--- config.mk ---
export PLATFORM = sky130hd
export DESIGN_NAME = vc_arbiter_flat
export DESIGN_NICKNAME = d
export VERILOG_FILES = /design/src/rtl/vc_arbiter_if.sv /design/src/rtl/vc_arbiter.sv /design/src/flat_wrapper.sv
export SDC_FILE = /design/constraint.sdc
export NUM_CORES = 1
export LEC_CHECK = 0
export CELL_PAD_IN_SITES_DETAIL_PLACEMENT = 0
export CELL_PAD_IN_SITES_GLOBAL_PLACEMENT = 1
export CORE_MARGIN = 2
export CORE_UTILIZATION = 25
export CTS_CLUSTER_SIZE = 10
export DETAILED_ROUTE_END_ITERATION = 12
export PLACE_DENSITY = 0.73
export SLEW_MARGIN = 20
export SYNTH_ARGS = -nofsm -noshare
export SYNTH_HDL_FRONTEND = slang
export SYNTH_SLANG_ARGS = --single-unit
--- constraint.sdc ---
create_clock -name clk -period 3.4 [get_ports clk]
set_clock_uncertainty 0.2 [all_clocks]
set_input_delay 0.68 -clock clk [delete_from_list [all_inputs] [get_ports clk]]
set_output_delay 0.68 -clock clk [all_outputs]
set_load 0.01 [all_outputs]
--- src/rtl/vc_arbiter_if.sv ---
// Bundle of the arbiter's FIFO-side, downstream-side and status signals.
// The arbiter connects through the slave modport; the environment (FIFOs,
// demux, bench) drives through the master modport.
interface vc_arbiter_if;
  logic       vc0_empty;
  logic       vc1_empty;
  logic [5:0] vc0_data;
  logic [5:0] vc1_data;
  logic       pause_d0;
  logic       pause_d1;
  logic       pop_vc0;
  logic       pop_vc1;
  logic [5:0] data_out;
  logic       valid_out;
  logic       dest_out;
  logic [1:0] state;

  modport slave (
    input  vc0_empty, vc1_empty, vc0_data, vc1_data, pause_d0, pause_d1,
    output pop_vc0, pop_vc1, data_out, valid_out, dest_out, state
  );

  modport master (
    output vc0_empty, vc1_empty, vc0_data, vc1_data, pause_d0, pause_d1,
    input  pop_vc0, pop_vc1, data_out, valid_out, dest_out, state
  );
endinterface

--- src/rtl/vc_arbiter.sv ---
// Two-VC weighted arbiter: pops one word per cycle from VC0/VC1, VC0 favoured
// but VC1 guaranteed a slot after VC0_WEIGHT consecutive VC0 grants while it
// waits. Popped words reach the demux two cycles after the pop.
module vc_arbiter #(
  parameter int VC0_WEIGHT = 4
) (
  input  logic        clk,
  input  logic        reset_L,
  vc_arbiter_if.slave bus
);

  localparam logic [1:0] IDLE  = 2'd0;
  localparam logic [1:0] SERVE = 2'd1;
  localparam logic [1:0] PAUSE = 2'd2;

  localparam logic [3:0] WMAX = 4'(VC0_WEIGHT);

  logic       stall;
  logic       vc0_avail;
  logic       vc1_avail;
  logic       pop0;
  logic       pop1;
  logic [3:0] wcnt_q, wcnt_d;
  logic       pend_valid_q;
  logic       pend_src_q;
  logic [5:0] sel_word;
  logic [5:0] data_q;
  logic       valid_q;
  logic       dest_q;
  logic [1:0] state_q, state_d;

  // Either downstream FIFO near full halts new pops; in-flight words still drain.
  assign stall     = bus.pause_d0 | bus.pause_d1;
  assign vc0_avail = ~bus.vc0_empty;
  assign vc1_avail = ~bus.vc1_empty;

  // Empty flags are used combinationally so a FIFO emptying this cycle is never popped.
  assign pop0 = reset_L & ~stall & vc0_avail & ~(vc1_avail & (wcnt_q == WMAX));
  assign pop1 = reset_L & ~stall & vc1_avail & ~pop0;

  assign bus.pop_vc0   = pop0;
  assign bus.pop_vc1   = pop1;
  assign bus.data_out  = data_q;
  assign bus.valid_out = valid_q;
  assign bus.dest_out  = dest_q;
  assign bus.state     = state_q;

  // Word returned by the FIFO that was popped last cycle.
  assign sel_word = pend_src_q ? bus.vc1_data : bus.vc0_data;

  // Fairness counter: counts VC0 grants only while VC1 is waiting.
  always_comb begin
    wcnt_d = wcnt_q;
    if (!stall) begin
      if (pop1 || !vc1_avail)
        wcnt_d = 4'd0;
      else if (pop0)
        wcnt_d = wcnt_q + 4'd1;
    end
  end

  // Next-state logic for the IDLE/SERVE/PAUSE status FSM.
  always_comb begin
    state_d = state_q;
    case (state_q)
      IDLE: begin
        if (stall)
          state_d = PAUSE;
        else if (vc0_avail || vc1_avail)
          state_d = SERVE;
      end
      SERVE: begin
        if (stall)
          state_d = PAUSE;
        else if (!vc0_avail && !vc1_avail && !pend_valid_q)
          state_d = IDLE;
      end
      PAUSE: begin
        if (!stall)
          state_d = (vc0_avail || vc1_avail) ? SERVE : IDLE;
      end
      default: state_d = IDLE;
    endcase
  end

  // State, pop pipeline and output registers; reset drops any pending word.
  always_ff @(posedge clk or negedge reset_L) begin
    if (!reset_L) begin
      wcnt_q       <= 4'd0;
      pend_valid_q <= 1'b0;
      pend_src_q   <= 1'b0;
      data_q       <= 6'd0;
      valid_q      <= 1'b0;
      dest_q       <= 1'b0;
      state_q      <= IDLE;
    end else begin
      wcnt_q       <= wcnt_d;
      state_q      <= state_d;
      pend_valid_q <= pop0 | pop1;
      pend_src_q   <= pop1;
      valid_q      <= pend_valid_q;
      if (pend_valid_q) begin
        data_q <= sel_word;
        dest_q <= sel_word[4];
      end
    end
  end

endmodule

--- src/flat_wrapper.sv ---
// flat-port wrapper written by rule: the top's interface ports become plain ports
module vc_arbiter_flat 
#(
  parameter int VC0_WEIGHT = 4
)
  (clk, reset_L, bus_vc0_empty, bus_vc1_empty, bus_vc0_data, bus_vc1_data, bus_pause_d0, bus_pause_d1, bus_pop_vc0, bus_pop_vc1, bus_data_out, bus_valid_out, bus_dest_out, bus_state);
  vc_arbiter_if bus_i ();
  input  logic clk;
  input  logic reset_L;
  input wire logic [$bits(bus_i.vc0_empty)-1:0] bus_vc0_empty;
  input wire logic [$bits(bus_i.vc1_empty)-1:0] bus_vc1_empty;
  input wire logic [$bits(bus_i.vc0_data)-1:0] bus_vc0_data;
  input wire logic [$bits(bus_i.vc1_data)-1:0] bus_vc1_data;
  input wire logic [$bits(bus_i.pause_d0)-1:0] bus_pause_d0;
  input wire logic [$bits(bus_i.pause_d1)-1:0] bus_pause_d1;
  output wire logic [$bits(bus_i.pop_vc0)-1:0] bus_pop_vc0;
  output wire logic [$bits(bus_i.pop_vc1)-1:0] bus_pop_vc1;
  output wire logic [$bits(bus_i.data_out)-1:0] bus_data_out;
  output wire logic [$bits(bus_i.valid_out)-1:0] bus_valid_out;
  output wire logic [$bits(bus_i.dest_out)-1:0] bus_dest_out;
  output wire logic [$bits(bus_i.state)-1:0] bus_state;
  assign bus_i.vc0_empty = bus_vc0_empty;
  assign bus_i.vc1_empty = bus_vc1_empty;
  assign bus_i.vc0_data = bus_vc0_data;
  assign bus_i.vc1_data = bus_vc1_data;
  assign bus_i.pause_d0 = bus_pause_d0;
  assign bus_i.pause_d1 = bus_pause_d1;
  assign bus_pop_vc0 = bus_i.pop_vc0;
  assign bus_pop_vc1 = bus_i.pop_vc1;
  assign bus_data_out = bus_i.data_out;
  assign bus_valid_out = bus_i.valid_out;
  assign bus_dest_out = bus_i.dest_out;
  assign bus_state = bus_i.state;
  vc_arbiter #(.VC0_WEIGHT(VC0_WEIGHT)) u_core (.clk(clk), .reset_L(reset_L), .bus(bus_i));
endmodule
# Word level (Yosys, flattened, before mapping)
# Index checks and enable logic that the tools add are counted.
[op_classes]
add_sub_neg = 1
mul = 0
div_mod_pow = 0
magnitude_cmp = 0
eq_ne = 6
shift = 0
muxes = 10
bitwise = 13
reduce_logical = 9
[op_table]
columns = ["op", "n"]
rows = [
  ["2-bit 2-to-1 mux", 5],
  ["4-bit 2-to-1 mux", 2],
  ["1-bit AND", 6],
  ["6-bit 2-to-1 mux", 1],
  ["3-bit by 1-bit != test with 1-bit output (second input constant)", 2],
  ["2-bit case mux with 3 select lines", 1],
  ["1-bit NOT", 5],
  ["4-bit by 1-bit adder with 4-bit output (second input constant)", 1],
  ["4-bit by 3-bit equality test with 1-bit output (second input constant)", 1],
  ["3-bit AND reduction", 1],
  ["2-bit by 1-bit equality test with 1-bit output (second input constant)", 1],
  ["2-bit equality test (second input constant)", 1],
  ["1-bit logical AND", 2],
  ["2-bit logical NOT", 1],
  ["1-bit logical OR", 2],
  ["2-bit != test (second input constant)", 1],
  ["1-bit OR", 2],
  ["2-bit AND reduction", 1],
  ["2-bit nonzero test", 1],
  ["1-bit logical NOT", 1],
  ["1-bit 2-to-1 mux", 1],
]
[totals]
register_bits = 16
latch_bits = 0
ramBits = 0
romBits = 0
output_inout_bits = 12
word_cells = 46
n_memories = 0

# Logic depth before layout (Yosys ltp)
# Gate-level depths: netlist of the first run.
[depth]
word_depth = 10
mapped_depth = 5
depth_no_buf = 5

# Worst setup path after synthesis of the first run
# OpenSTA, ideal clock, no wires.
[synth_path]
path_type = "input to output"
start = "input bus_pause_d1"
end = "output bus_pop_vc1"
t_arrival_ps = 1409
setup_slack_ps = 1111
stages = 2
path_buffers = 0
path_cell_list = "or4b_4 nor2_1"
[synth_via]
elab_chain_cells = 7
word_cells_on_any_way = 8
[synth_rtl]
columns = ["element", "line_no", "source"]
rows = [
  ["start, declared", "flat_wrapper.sv:15", "input wire logic [$bits(bus_i.pause_d1)-1:0] bus_pause_d1;"],
  ["1-bit OR *", "vc_arbiter.sv:33", "assign stall = bus.pause_d0 | bus.pause_d1;"],
  ["1-bit NOT (no source line) *", "-", ""],
  ["1-bit AND *", "vc_arbiter.sv:38, vc_arbiter.sv:39", ""],
  ["1-bit AND (2 in a row)", "vc_arbiter.sv:38", "assign pop0 = reset_L & ~stall & vc0_avail & ~(vc1_avail & (wcnt_q == WMAX));"],
  ["1-bit NOT", "vc_arbiter.sv:39", "assign pop1 = reset_L & ~stall & vc1_avail & ~pop0;"],
  ["1-bit AND *", "vc_arbiter.sv:39", ""],
  ["end, declared", "flat_wrapper.sv:17", "output wire logic [$bits(bus_i.pop_vc1)-1:0] bus_pop_vc1;"],
]
# Every way passes the cells marked *; elsewhere a longest branch is shown, timed or not.

# Worst setup path in the final report of the first run
[layout_path]
start = "input bus_pause_d1"
end = "output bus_pop_vc0"
[layout_via]
elab_chain_cells = 5
[layout_rtl]
columns = ["element", "line_no", "source"]
rows = [
  ["1-bit OR", "vc_arbiter.sv:33", ""],
  ["1-bit NOT (no source line)", "-", ""],
  ["1-bit AND (3 in a row)", "vc_arbiter.sv:38", ""],
  ["end, declared", "flat_wrapper.sv:16", "output wire logic [$bits(bus_i.pop_vc0)-1:0] bus_pop_vc0;"],
]
# Every way passes these cells.

==> results.md, run 1 <==
- Status: finished clean
- Hold depth: 1
- Share of cells above drive strength 1: 12.3%
- Fmax achieved: 308 MHz
- Largest family of logic cells by synthesized area: compound AO/OA/AOI/OAI gates
- Area delta synth->final: 52.1%
- Clock Pin Slew Worst Setup and Hold Paths: 0.08 ns
- Worst Hold Endpoint: u_core.bus.state[1]
- Adder-Cell Fraction of Synth Area: 3.42%
- Post-synth top area share: 51.4%
- DP HPWL: 1370 um
- DRT antenna net count: 0
- Die Y: 58.1 um
- Largest net degree at the start of global routing: 15
- Tot GR Track Use: 10.8%
- CTS tree: yes
- Rows: 19
- Hold Crit Class: reg -> reg
- First-pass GRT wire length: 2770 um
- Classification of the worst setup path: in -> out
- Yosys Warn Count: 0
- Most frequent cells in the layout: 28 x clkdlybuf4s50_1, 15 x dfrtp_1, 11 x nor2_1
- ANT cells: 0
- Deepest clock path buffer count: 2
- Register area: 375 um^2
- Cell variety after synth: 27
- Reg-to-Reg End: u_core.wcnt_q[1]
- Slew Viols, Final: 0
- Cts hold-fix bufs: 0
- Clk_lat worst skew: 0.29 ns
- DRC: 0
- Chip width: 58.1 um
- Multi-input logic area: 322 um^2
- Commonest non-fill, non-tap cell in the layout: clkdlybuf4s50_1
- Worst setup EP type: output pin
- Syn_nets: 91
- Critical path startpoint category: primary input
- Cts bufs inserted: 3
- Leakage: 0.477 nW
- Clock sink count: 15
- Post-synthesis cell area: 731 um^2
- IO Count: 30
- Worst Hold Slack: 0.279 ns
- Max cap viols: 0
- Synth Area in Compound Gates: 16.4%
- Peak supply drop: 178 uV
- Via density: 4.77
- Final period util: 95.5%
- Synth area leaders: dfrtp_1 51%, mux2i_1 8.2%, a21oi_1 6.8%
- Vias: 654
- Port Buffers: 29
- Initial antenna violation count: 0
- Core area: 2760 um^2
- First-pass DRT Iterations: 4
- Placer congestion estimate: 0.768
- PostCTS Resize Cnt: 0
- Final wirelength: 1720 um
- Post-route minimum period: 3.25 ns
- Synth Area in XOR/XNOR: 0%
- Arrival time at the worst endpoint: 2.37 ns
- Power Dens Cells: 378 nW/um^2
- FF-to-FF path depth: 5
- Mapped Cells: 71
- Synth Register Bits: 15
- Mux contribution to synthesized area: 8.22%
- Hold Crit Start: u_core.bus.state[1]
- Post-synthesis sequential area ratio: 51.4%
- H-tree levels: 1
- Final Hold Viols: 0
- Nets: 127
- Final setup fails: 0
- Setup bufs post-CTS: 0
- Slew margin rel.: 71.5%
- Mean Syn Cell Area: 10.3 um^2
- Initial core utilization: 26.5%
- Flop2flop setup slack: 1.65 ns
- RSZ-0062 raised after global routing: false
- Critical Path RT: 2.52 ns
- Setup TNS: 0 ns
- Die area: 3370 um^2
- Wire per inst: 12.5 um
- Max FO, Critical Path: 4
- Filler Cells Inserted: 282
- Slew at the pin closest to its max-slew limit: 0.427 ns
- Final core occ: 40.3%
- Reg2Reg Launch Point: u_core.wcnt_q[0]
- Initial DRC count: 12
- Clk root buf: clkbuf_4
- Cell taking the most area after synthesis: dfrtp_1
- Grt ovf: 0
- Vias in the first global route: 662
- Simple-gate share of the synthesized area: 15.9%
==> registers in the layout, summed over array words and instances (netlist names) <==
register and flops:
u_core.bus.data_out 6, u_core.wcnt_q 4, u_core.bus.state 2, u_core.bus.valid_out 1, u_core.pend_src_q 1, u_core.pend_valid_q 1
==> kinds of logic after synthesis <==
group / Yosys count
AND/OR/NAND/NOR: 21
AO/OA/AOI/OAI: 19
flip-flops: 15
buffers and inverters: 8
multiplexers: 6
adder cells (fa/ha/maj): 2
==> through the flow <==
step	worst slack [ns]	total power, mW	std cells	instance area (um^2)
4_1_cts	0.0735	0.428	137	1110
3_3_place_gp	0.151	0.320	133	1080
2_1_floorplan	1.11	0.252	71	731
3_5_place_dp	0.0863	0.323	133	1080
5_1_grt	0.0940	0.445	137	1110
6_report	0.152	0.420	137	1110
==> synth_stat cells <==
cell type and number:
o2bb2ai_1 1, dfrtp_1 15, buf_1 1, or3_1 1
o22ai_1 1, or4b_4 1, nor4b_1 1, and3_2 1
nor2b_1 1, buf_4 1, a21boi_0 1, nand4_1 2
a22o_1 1, a31o_2 1, and3b_2 1, a211oi_1 1
o31ai_1 1, or2_2 1, a21oi_1 10, a32o_1 1
nand2_1 1, nor2_1 11, o21ai_0 1, ha_1 2
mux2i_1 6, inv_1 5, clkbuf_1 1
==> power by group <==
part	switching [mW]	internal, mW
Combinational	0.0409	0.0661
Sequential	0.0141	0.196
Clock	0.0569	0.0456
Total	0.112	0.308
==> final cells by class <==
| type | instances | area share (%) |
|---|---|---|
| flip-flops and latches | 15 | 33.8 |
| inverters | 5 | 1.69 |
| repair buffers | 34 | 29.7 |
| clock buffers | 4 | 2.36 |
| multi-input cells | 48 | 28.9 |
| well taps | 31 | 3.49 |
==> critical path, stage by stage <==
cell	delay (ns)
clkdlybuf4s50_1	0.46
nor4b_1	0.42
a21boi_0	0.24
clkdlybuf4s50_1	0.56
==> routing by layer <==
metal  GRT usage, %  routed length [um]
met1           12.6                 730
met2           18.5                 815
met3           2.01                 131
met4           5.98                  41
met5              0                   0
==> worst max-delay path by stage <==
stage	start	to	slack [ns]
3_5_place_dp	bus_pause_d1	bus_pop_vc1	0.09
4_1_cts	bus_pause_d1	bus_pop_vc1	0.07
6_report	bus_pause_d1	bus_pop_vc0	0.15
5_1_grt	bus_pause_d1	bus_pop_vc0	0.09
3_3_place_gp	bus_pause_d1	bus_pop_vc1	0.15
2_1_floorplan	bus_pause_d1	bus_pop_vc1	1.11
No activity file was read; power rests on OpenSTA's default activity.
==> inputs of run 2 (changes only) <==
--- a/config.mk
+++ b/config.mk
@@ -11,7 +11,7 @@
 export CORE_UTILIZATION = 25
 export CTS_CLUSTER_SIZE = 10
 export DETAILED_ROUTE_END_ITERATION = 12
-export PLACE_DENSITY = 0.73
+export PLACE_DENSITY_LB_ADDON = 0.1
 export SLEW_MARGIN = 20
 export SYNTH_ARGS = -nofsm -noshare
 export SYNTH_HDL_FRONTEND = slang
==> run 2 against run 1 <==
First-iteration DRC count shrank 8.3%. Count of clock-buffer cells in the layout shrank 1. Register-to-register slack is essentially flat. Global-route usage shrank 0.60 points. Die area is the same. Utilization is the same. Setup slack lost 0.025 ns. Via count shrank 2.9%. Flip-flop and latch count is the same. Clock power is essentially flat. Final area is the same. Critical path depth is the same. Critical path type unchanged. Critical endpoint is now bus_pop_vc1.
==> results.md, run 2 (synthesis results as in run 1) <==
- Worst setup EP type: output pin
- Die Y: 58.1 um (unchanged)
- Tot GR Track Use: 10.2% (-0.60 points)
- Final setup fails: 0 (unchanged)
- Core area: 2760 um^2 (unchanged)
- Die area: 3370 um^2 (unchanged)
- Initial antenna violation count: 0 (unchanged)
- Sw power: 0.112 mW (+0.46%)
- Cts bufs inserted: 3 (unchanged)
- Post-route minimum period: 3.27 ns (+0.0251 ns)
- Most frequent cells in the layout: 29 x clkdlybuf4s50_1, 15 x dfrtp_1, 10 x nor2_1, 10 x a21oi_1, 6 x mux2i_1
- Wire per inst: 11.9 um (-4.8%)
- Fmax achieved: 306 MHz (-0.77%)
- Vias: 635 (-2.9%)
- Final wirelength: 1620 um (-5.5%)
- Total power: 0.418 mW (-0.37%)
- DRC: 0 (unchanged)
- Critical Path RT: 2.52 ns (about the same)
- Clock network fraction of total power: 24.2% (-0.2 points)
- DP HPWL: 1270 um (-7.8%)
- IO Count: 30 (unchanged)
- First-pass DRT Iterations: 4 (unchanged)
- Critical path startpoint category: primary input
- Area delta synth->final: 52.1% (unchanged)
- Commonest non-fill, non-tap cell in the layout: clkdlybuf4s50_1
- Final Hold Viols: 0 (unchanged)
- Clk_lat worst skew: 0.28 ns (about the same)
- Slew Viols, Final: 0 (unchanged)
- Initial core utilization: 26.5% (unchanged)
- DRT antenna net count: 0 (unchanged)
- Via density: 4.67 (-2.2%)
- Vias in the first global route: 608 (-8.2%)
- Reg power frac: 50.3% (+0.2 points)
- Share of cells above drive strength 1: 14.3% (+2.0 points)
- Sw Share: 26.9% (+0.22 points)
- Clock Pin Slew Worst Setup and Hold Paths: 0.09 ns (about the same)
- Crit-path max cell delay: 0.58 ns (+0.02 ns)
- Setup bufs post-CTS: 0 (unchanged)
- Grt ovf: 0 (unchanged)
- Port Buffers: 29 (unchanged)
- Internal: 0.306 mW (-0.67%)
- Critical path cell sequence: clkdlybuf4s50_1, or4b_4, nor2_2, clkdlybuf4s50_1
- Cells after DPL: 132 (-0.75%)
- Placer congestion estimate: 0.794 (+3.4%)
- Chip width: 58.1 um (unchanged)
- Most frequent CP cell: clkdlybuf4s50_1
- Leakage: 0.457 nW (-4.1%)
- First-pass GRT wire length: 2600 um (-6.0%)
- Slew at the pin closest to its max-slew limit: 0.417 ns (-0.00966 ns)
- Final period util: 96.3% (+0.74 points)
- Status: finished clean
- Clock sink count: 15 (unchanged)
- RSZ-0062 raised after global routing: false
- Max cap viols: 0 (unchanged)
- Classification of the worst setup path: in -> out
- Setup TNS: 0 ns (unchanged)
- Initial DRC count: 11 (-1)
- CTS tree: yes
- H-tree levels: 1 (unchanged)
- Largest net degree at the start of global routing: 19 (+4)
- Clk root buf: clkbuf_4
- Deepest clock path buffer count: 2 (unchanged)
- Filler Cells Inserted: 287 (+1.8%)
- Rows: 19 (unchanged)
- ANT cells: 0 (unchanged)
- Slew margin rel.: 72.2% (+0.64 points)
- Arrival time at the worst endpoint: 2.39 ns (+0.02 ns)
- Hold Crit Class: reg -> reg
- Nets: 126 (-0.79%)
- Max reg flops: 6 (unchanged)
- Final std cells w/o fill: 136 (-0.73%)
- Peak supply drop: 170 uV (-4.4%)
- Max FO, Critical Path: 4 (unchanged)
- Crit-path slowest cell: or4b_4
- Comb power frac: 25.6% (about the same)
- Power Dens Cells: 376 nW/um^2 (-0.37%)
- Cts hold-fix bufs: 0 (unchanged)
- PostCTS Resize Cnt: 0 (unchanged)
==> run 2: cell types whose count changed in the layout (fill, tap and decap cells not counted), sizes merged <==
cell and delta:
dlymetal6s2s -1, buf -1, clkinv +1, clkbuf -1
clkdlybuf4s50 +1
==> run 2: metrics by stage <==
step	area, um^2	util [%]	hold slack, ns	worst slack [ns]
global placement	1070	39.0	0.274	0.115
global route	1110	40.3	0.320	0.0520
floorplan	731	-	0.184	1.11
finish	1110	40.3	0.296	0.127
CTS	1100	40.0	0.301	0.0862
detailed placement	1070	39.0	0.280	0.0875
==> run 2: metal layers <==
layer	track usage, %	part of all wire (%)	vias to the layer above
li1	-	-	317
met1	12.2	43	296
met2	17.0	47	20
met3	2.46	9.0	2
met4	4.98	1.2	0
met5	0	0	-
==> run 2: worst paths after layout <==
kind	startpoint	end	slack, ns	cells after the start
min	u_core.bus.state[1]	u_core.bus.state[0]	0.30	1
max reg2reg	u_core.wcnt_q[0]	u_core.wcnt_q[1]	1.66	5
max in group asynchronous	reset_L	u_core.bus.valid_out	2.23	2
min reg2reg	u_core.bus.state[1]	u_core.bus.state[0]	0.30	1
min in group asynchronous	reset_L	u_core.bus.state[1]	0.51	2
max	bus_pause_d1	bus_pop_vc1	0.13	4
==> run 2: final cells by class <==
class	instances	area [um^2]	share of cell area [%]
flip-flops and latches	15	375	33.8
multi-input cells	48	330	29.7
repair buffers	33	320	28.8
well taps	31	38.8	3.49
clock buffers	3	22.5	2.03
inverters	5	18.8	1.69
clock inverters	1	5.00	0.450
==> run 2: power groups by stage <==
stage          logic (mW)  registers [mW]  clock network [mW]
6_report            0.107           0.210               0.101
5_1_grt             0.117           0.213               0.115
4_1_cts             0.108           0.211               0.107
3_5_place_dp        0.108           0.214                   0
3_3_place_gp        0.107           0.214                   0
2_1_floorplan      0.0330           0.219                   0
==> run 2: worst max-delay path, delay by kind of cell <==
kind,cells,cell delay [ns]
buffers and inverters,2,1.01
and+or+nand+nor,2,0.70
